--- src/rtl/rc_servo_pkg.sv ---
// Shared types and default timing for the RC servo PWM link (generator and receiver).
package rc_servo_pkg;

    localparam int US_CNT_W = 12;
    localparam int POS_W    = 8;
    localparam int DIFF_W   = US_CNT_W + 1;

    localparam int DEF_TICKS_PER_US = 50;
    localparam int DEF_MIN_PULSE_US = 500;
    localparam int DEF_MAX_PULSE_US = 2500;
    localparam int DEF_POS_MIN_US   = 1000;
    localparam int DEF_TIMEOUT_US   = 25000;

    typedef enum logic [1:0] {
        WAIT_LOW,
        WAIT_RISE,
        HIGH
    } rx_state_e;

    // Width in us to 0..255 position, 4 us per step above pos_min_us.
    function automatic logic [POS_W-1:0] width_to_pos(input logic [US_CNT_W-1:0] width,
                                                      input int pos_min_us);
        logic signed [DIFF_W-1:0] diff;
        logic signed [DIFF_W-1:0] scaled;
        diff   = $signed({1'b0, width}) - $signed(DIFF_W'(pos_min_us));
        scaled = diff >>> 2;
        if (diff < 13'sd0) begin
            return '0;
        end else if (scaled > 13'sd255) begin
            return '1;
        end else begin
            return scaled[POS_W-1:0];
        end
    endfunction

endpackage

--- src/rtl/rc_servo_sync.sv ---
// Two-flop synchroniser plus one delay stage; yields the clean level and its edges.
module rc_servo_sync #(
    parameter logic RESET_VAL = 1'b0
) (
    input  logic clk_i,
    input  logic reset_i,
    input  logic async_i,
    output logic level_o,
    output logic rise_o,
    output logic fall_o
);

    logic meta_q;
    logic sync_q;
    logic dly_q;

    // NOTE: non-blocking assignments make each stage capture the previous stage's old value;
    // blocking ones would collapse the chain into a single flop.
    always_ff @(posedge clk_i) begin
        if (!reset_i) begin
            meta_q <= RESET_VAL;
            sync_q <= RESET_VAL;
            dly_q  <= RESET_VAL;
        end else begin
            meta_q <= async_i;
            sync_q <= meta_q;
            dly_q  <= sync_q;
        end
    end

    assign level_o = sync_q;
    assign rise_o  = sync_q & ~dly_q;
    assign fall_o  = ~sync_q & dly_q;

endmodule

--- src/rtl/rc_servo_pwm_rx.sv ---
// Servo PWM receiver: measures pulse high time in us, maps it to a position, tracks lock.
module rc_servo_pwm_rx
    import rc_servo_pkg::*;
#(
    parameter int TICKS_PER_US = DEF_TICKS_PER_US,
    parameter int MIN_PULSE_US = DEF_MIN_PULSE_US,
    parameter int MAX_PULSE_US = DEF_MAX_PULSE_US,
    parameter int POS_MIN_US   = DEF_POS_MIN_US,
    parameter int TIMEOUT_US   = DEF_TIMEOUT_US
) (
    input  logic                clk_i,
    input  logic                reset_i,
    input  logic                pwm_i,
    output logic [US_CNT_W-1:0] width_us_o,
    output logic [POS_W-1:0]    pos_o,
    output logic                valid_o,
    output logic                err_o,
    output logic                locked_o
);

    localparam int PRESC_W = (TICKS_PER_US > 1) ? $clog2(TICKS_PER_US) : 1;
    localparam int TMO_W   = $clog2(TIMEOUT_US + 1);

    localparam logic [PRESC_W-1:0]  PRESC_LAST = PRESC_W'(TICKS_PER_US - 1);
    localparam logic [US_CNT_W-1:0] MIN_CNT    = US_CNT_W'(MIN_PULSE_US);
    localparam logic [US_CNT_W-1:0] MAX_CNT    = US_CNT_W'(MAX_PULSE_US);
    localparam logic [US_CNT_W-1:0] ABORT_CNT  = US_CNT_W'(MAX_PULSE_US + 1);
    localparam logic [TMO_W-1:0]    TMO_LAST   = TMO_W'(TIMEOUT_US - 1);
    localparam logic [TMO_W-1:0]    TMO_SAT    = TMO_W'(TIMEOUT_US);

    logic pwm_level, pwm_rise, pwm_fall;

    rx_state_e           state_q, state_d;
    logic [PRESC_W-1:0]  presc_q, presc_d;
    logic [US_CNT_W-1:0] cnt_q, cnt_d;
    logic [TMO_W-1:0]    tmo_q, tmo_d;
    logic [US_CNT_W-1:0] width_q, width_d;
    logic [POS_W-1:0]    pos_q, pos_d;
    logic                valid_q, valid_d;
    logic                err_q, err_d;
    logic                locked_q, locked_d;

    logic                us_tick;
    logic                tmo_expire;
    logic [US_CNT_W-1:0] cnt_inc;

    // NOTE: the synchroniser resets high so releasing reset mid-pulse cannot fake a rise.
    rc_servo_sync #(.RESET_VAL(1'b1)) u_sync (
        .clk_i   (clk_i),
        .reset_i (reset_i),
        .async_i (pwm_i),
        .level_o (pwm_level),
        .rise_o  (pwm_rise),
        .fall_o  (pwm_fall)
    );

    // NOTE: every always_comb output gets a default first, so no path can infer a latch.
    always_comb begin
        us_tick    = (presc_q == PRESC_LAST);
        presc_d    = (pwm_rise || us_tick) ? '0 : presc_q + 1'b1;
        cnt_inc    = cnt_q + US_CNT_W'(us_tick);
        tmo_expire = us_tick && (tmo_q == TMO_LAST);

        tmo_d = tmo_q;
        if (pwm_rise) begin
            tmo_d = '0;
        end else if (us_tick && (tmo_q != TMO_SAT)) begin
            tmo_d = tmo_q + 1'b1;
        end

        state_d  = state_q;
        cnt_d    = cnt_q;
        width_d  = width_q;
        pos_d    = pos_q;
        valid_d  = 1'b0;
        err_d    = 1'b0;
        locked_d = tmo_expire ? 1'b0 : locked_q;

        unique case (state_q)
            WAIT_LOW: begin
                if (!pwm_level) state_d = WAIT_RISE;
            end
            WAIT_RISE: begin
                if (pwm_rise) begin
                    state_d = HIGH;
                    cnt_d   = '0;
                end
            end
            HIGH: begin
                cnt_d = cnt_inc;
                if (pwm_fall) begin
                    state_d = WAIT_RISE;
                    // A valid fall overrides a timeout landing in the same cycle.
                    if (cnt_inc >= MIN_CNT && cnt_inc <= MAX_CNT) begin
                        width_d  = cnt_inc;
                        pos_d    = width_to_pos(cnt_inc, POS_MIN_US);
                        valid_d  = 1'b1;
                        locked_d = 1'b1;
                    end else begin
                        err_d = 1'b1;
                    end
                end else if (cnt_inc == ABORT_CNT) begin
                    err_d   = 1'b1;
                    state_d = WAIT_LOW;
                end
            end
            default: state_d = WAIT_LOW;
        endcase
    end

    always_ff @(posedge clk_i) begin
        if (!reset_i) begin
            state_q  <= WAIT_LOW;
            presc_q  <= '0;
            cnt_q    <= '0;
            tmo_q    <= '0;
            width_q  <= '0;
            pos_q    <= '0;
            valid_q  <= 1'b0;
            err_q    <= 1'b0;
            locked_q <= 1'b0;
        end else begin
            state_q  <= state_d;
            presc_q  <= presc_d;
            cnt_q    <= cnt_d;
            tmo_q    <= tmo_d;
            width_q  <= width_d;
            pos_q    <= pos_d;
            valid_q  <= valid_d;
            err_q    <= err_d;
            locked_q <= locked_d;
        end
    end

    assign width_us_o = width_q;
    assign pos_o      = pos_q;
    assign valid_o    = valid_q;
    assign err_o      = err_q;
    assign locked_o   = locked_q;

endmodule
--- config.mk ---
export PLATFORM = sky130hd
export DESIGN_NAME = rc_servo_pwm_rx
export DESIGN_NICKNAME = d
export VERILOG_FILES = /design/src/rtl/rc_servo_pkg.sv /design/src/rtl/rc_servo_sync.sv /design/src/rtl/rc_servo_pwm_rx.sv
export SDC_FILE = /design/constraint.sdc
export NUM_CORES = 1
export LEC_CHECK = 0
export BUFFER_PORTS_ARGS = -buffer_cell sky130_fd_sc_hd__buf_2
export CORE_MARGIN = 2
export CORE_UTILIZATION = 40
export CTS_CLUSTER_DIAMETER = 120
export DETAILED_ROUTE_END_ITERATION = 6
export PLACE_DENSITY = 0.67
export SYNTH_ARGS = -nofsm -noshare
export SYNTH_HDL_FRONTEND = slang
export SYNTH_SLANG_ARGS = --single-unit
--- constraint.sdc ---
create_clock -name clk_i -period 6 [get_ports clk_i]
set_clock_uncertainty 0.1 [all_clocks]
set_input_delay 0.3 -clock clk_i [delete_from_list [all_inputs] [get_ports clk_i]]
set_output_delay 0.3 -clock clk_i [all_outputs]
set_load 0.02 [all_outputs]
==> impl_metrics.toml <==
[outcome]
status = "complete, no violations"

[timing]
fin_crit_sh = 0.744
tns_ns = 0
worstMarginPinSlew_ns = 1.14
fin_ws_ns = 1.54
timing.hold.ws_ns = 0.0320
drv_slew = 0
relSlewSlack = 0.232
finalHoldViolations = 0
period_minus_slack_ns = 4.46
fmaxAchievable_mhz = 224
rsz0062_at_grt = "no"
setup_viol = 0

[synth]
synth_adder_area_share = 0.0281
yosysWarnings = 0
synth.mux.area_fraction = 0
synth_compound_area_frac = 0.197
synth_top_family_by_area = "simple AND/OR/NAND/NOR gates"
yosys_most_used_dff = "dfxtp_1"
yosys-top-cells-count = "61 x dfxtp_1, 40 x nor2_1, 28 x nand2_1"
synth_seq_cells = 61
synth_top_area_share = 0.392
synth-simple-area-share = 0.252
synth_most_common_cell = "dfxtp_1"
ys_seq_area_frac = 0.392
postSynth.asyncResetShare = 0
syn_area_per_cell_um2 = 8.97
synth_xor_area_frac = 0.0928
synthTopCellsByArea = "dfxtp_1 39%, nor2_1 4.8%, xor2_1 4.8%, xnor2_1 4.5%, nand2_1 3.4%"
synth_top_area_cell = "dfxtp_1"
yosysUniqueCellTypes = 66
synth-edff-count = 0
synth_nets = 357
synthCells = 347
netlist_area_um2 = 3110

[flow_run]
drv_cap = 0

[cts]
clock-sinks = 61
cts_hold_buf = 0
clk_pin_slew_worst_paths_ns = 0.07
cts_buffer_depth = 2
cts_made_buffers = 9
htree_levels = 3
clk_latency_ns = 0.35
post_cts_buffers = 0
cts-resized-gates = 0
cts_tree = "yes"
cts-root-buf = "clkbuf_8"

[worst_setup_path]
endpoint_kind = "flop"
path_class = "flop to flop"
path_max_fanout = 19
crit_path_start_kind = "flop"
critPathArrivalTime_ns = 4.60
required_ns = 6.14
r2r_setup_slack_ns = 1.54

[floorplan]
ioPinCount = 26
dieHeight_um = 92.2
initial_core_util = 0.407
fp-row-count = 32
fp.dieW_um = 92.2
core_region_area_um2 = 7650
dieArea_um2 = 8510

[global_routing]
antenna_found_initial = 0
grt_max_degree = 20
grt_overflow_total = 0
track_usage = 0.172
grt_pass1_wl_um = 11600
grt_pass1_vias = 2485

[power]
ir_worst_vdd_v = 0.0000811
switchingPower_uw = 186
p_sw_frac = 0.235
internal_power_uw = 605
pwr-share-seq = 0.519
clkPwrFrac = 0.461
p_comb_frac = 0.020
power_density_nw_per_um2 = 227
leakagePower_uw = 0.00130

[routing]
drt_iter0_markers = 90
firstDrtPassIters = 4
via_count = 2594
drc = 0
via_per_inst = 5.45
final_antenna_net_count = 0
wirelength_um = 6720
avgRoutedWirePerCell_um = 14.1

[placed_design]
place_inst = 460
gp_congestion = 0.838
placed_cell_area_um2 = 3290
port_buffers = 25
dp_hpwl_um = 4830
place_ws_ns = 1.57

[finish]
insertedDiodeCount = 0
design_area_um2 = 3480
fin_nets = 379
syn_to_final_growth_pct = 11.9
instances_no_fill = 476
drive_gt1_frac = 0.168

[min_path]
hp-class = "input pin to flop"
## metrics by stage
step                      total power [uW]  utilization
after floorplan                        432            -
after global placement                 436        0.430
after detailed placement               436        0.430
after CTS                              801        0.456
after global routing                   820        0.456
final                                  791        0.456
## layer usage
layer | share of wire | vias up | GRT usage
met1 | 0.49 | 1235 | 0.218
met4 | 0.019 | 0 | 0.0871
met2 | 0.45 | 43 | 0.268
met3 | 0.038 | 13 | 0.0444
met5 | 0 | - | 0
li1 | - | 1303 | -
## power by group through the flow
stage,Combinational [uW],Clock [uW],Sequential (uW)
after global placement,16.1,0,419
after CTS,16.4,374,410
final,16.2,364,410
after floorplan,12.7,0,419
after global routing,18.1,391,411
after detailed placement,16.4,0,420
## worst max-delay path, cell delays in order, from the launching register on
cell	delay [ns]
dfxtp_1	0.37
ha_1	0.16
nand3_1	0.06
nor3_1	0.46
ha_1	0.35
ha_1	0.31
nand2_1	0.18
nor2_1	0.17
xor2_1	0.72
and2_1	0.31
a221o_1	0.66
nand2_1	0.20
a32o_1	0.30
## state kept, by name, indices dropped and copies added (netlist names)
name and cells:
cnt_q 12, err_o 1, locked_o 1, pos_o 8
presc_q 6, state_q 2, tmo_q 15, u_sync.dly_q 1
u_sync.level_o 1, u_sync.meta_q 1, valid_o 1, width_us_o 12
## cell families (layout without fill, tap and decap cells)
logic type | Yosys count | count (layout)
xor gates and xnor gates | 33 | 33
buffers and inverters | 24 | 51
adders and majority gates | 7 | 7
and+or+nand+nor | 146 | 146
AOI/OAI and AO/OA | 76 | 76
DFF | 61 | 61
## cells in the final DEF, fill, tap and decap left out, types with 5 or more instances in the layout
master    Yosys  final
inv_1         9      9
buf_2         2     25
dfxtp_1      61     61
nor3_1       13     13
xnor2_1      16     16
xor2_1       17     17
o221ai_1      5      5
o21ai_0      11     11
nor2_1       40     40
nand4_1       8      8
clkbuf_8      0      9
nand3_1      17     17
a21oi_1      17     17
nand2_1      28     28
ha_1          7      7
and3_1        6      6
## final timing paths
path            startpoint              to  depth (start not counted)
min reg2reg  u_sync.meta_q  u_sync.level_o                          1
max             presc_q[0]   width_us_o[3]                         12
min                  pwm_i   u_sync.meta_q                          2
max reg2reg     presc_q[0]   width_us_o[3]                         12
## layout make-up
type                    count  area [um2]
clock buffers               9         124
clock inverters             7        75.1
fillers                   763        4160
inverters                  10        37.5
multi-input cells         262        1770
flip-flops and latches     61        1220
well taps                 102         128
repair buffers             25         125
Note: power is estimated with default switching activity, not from simulation.
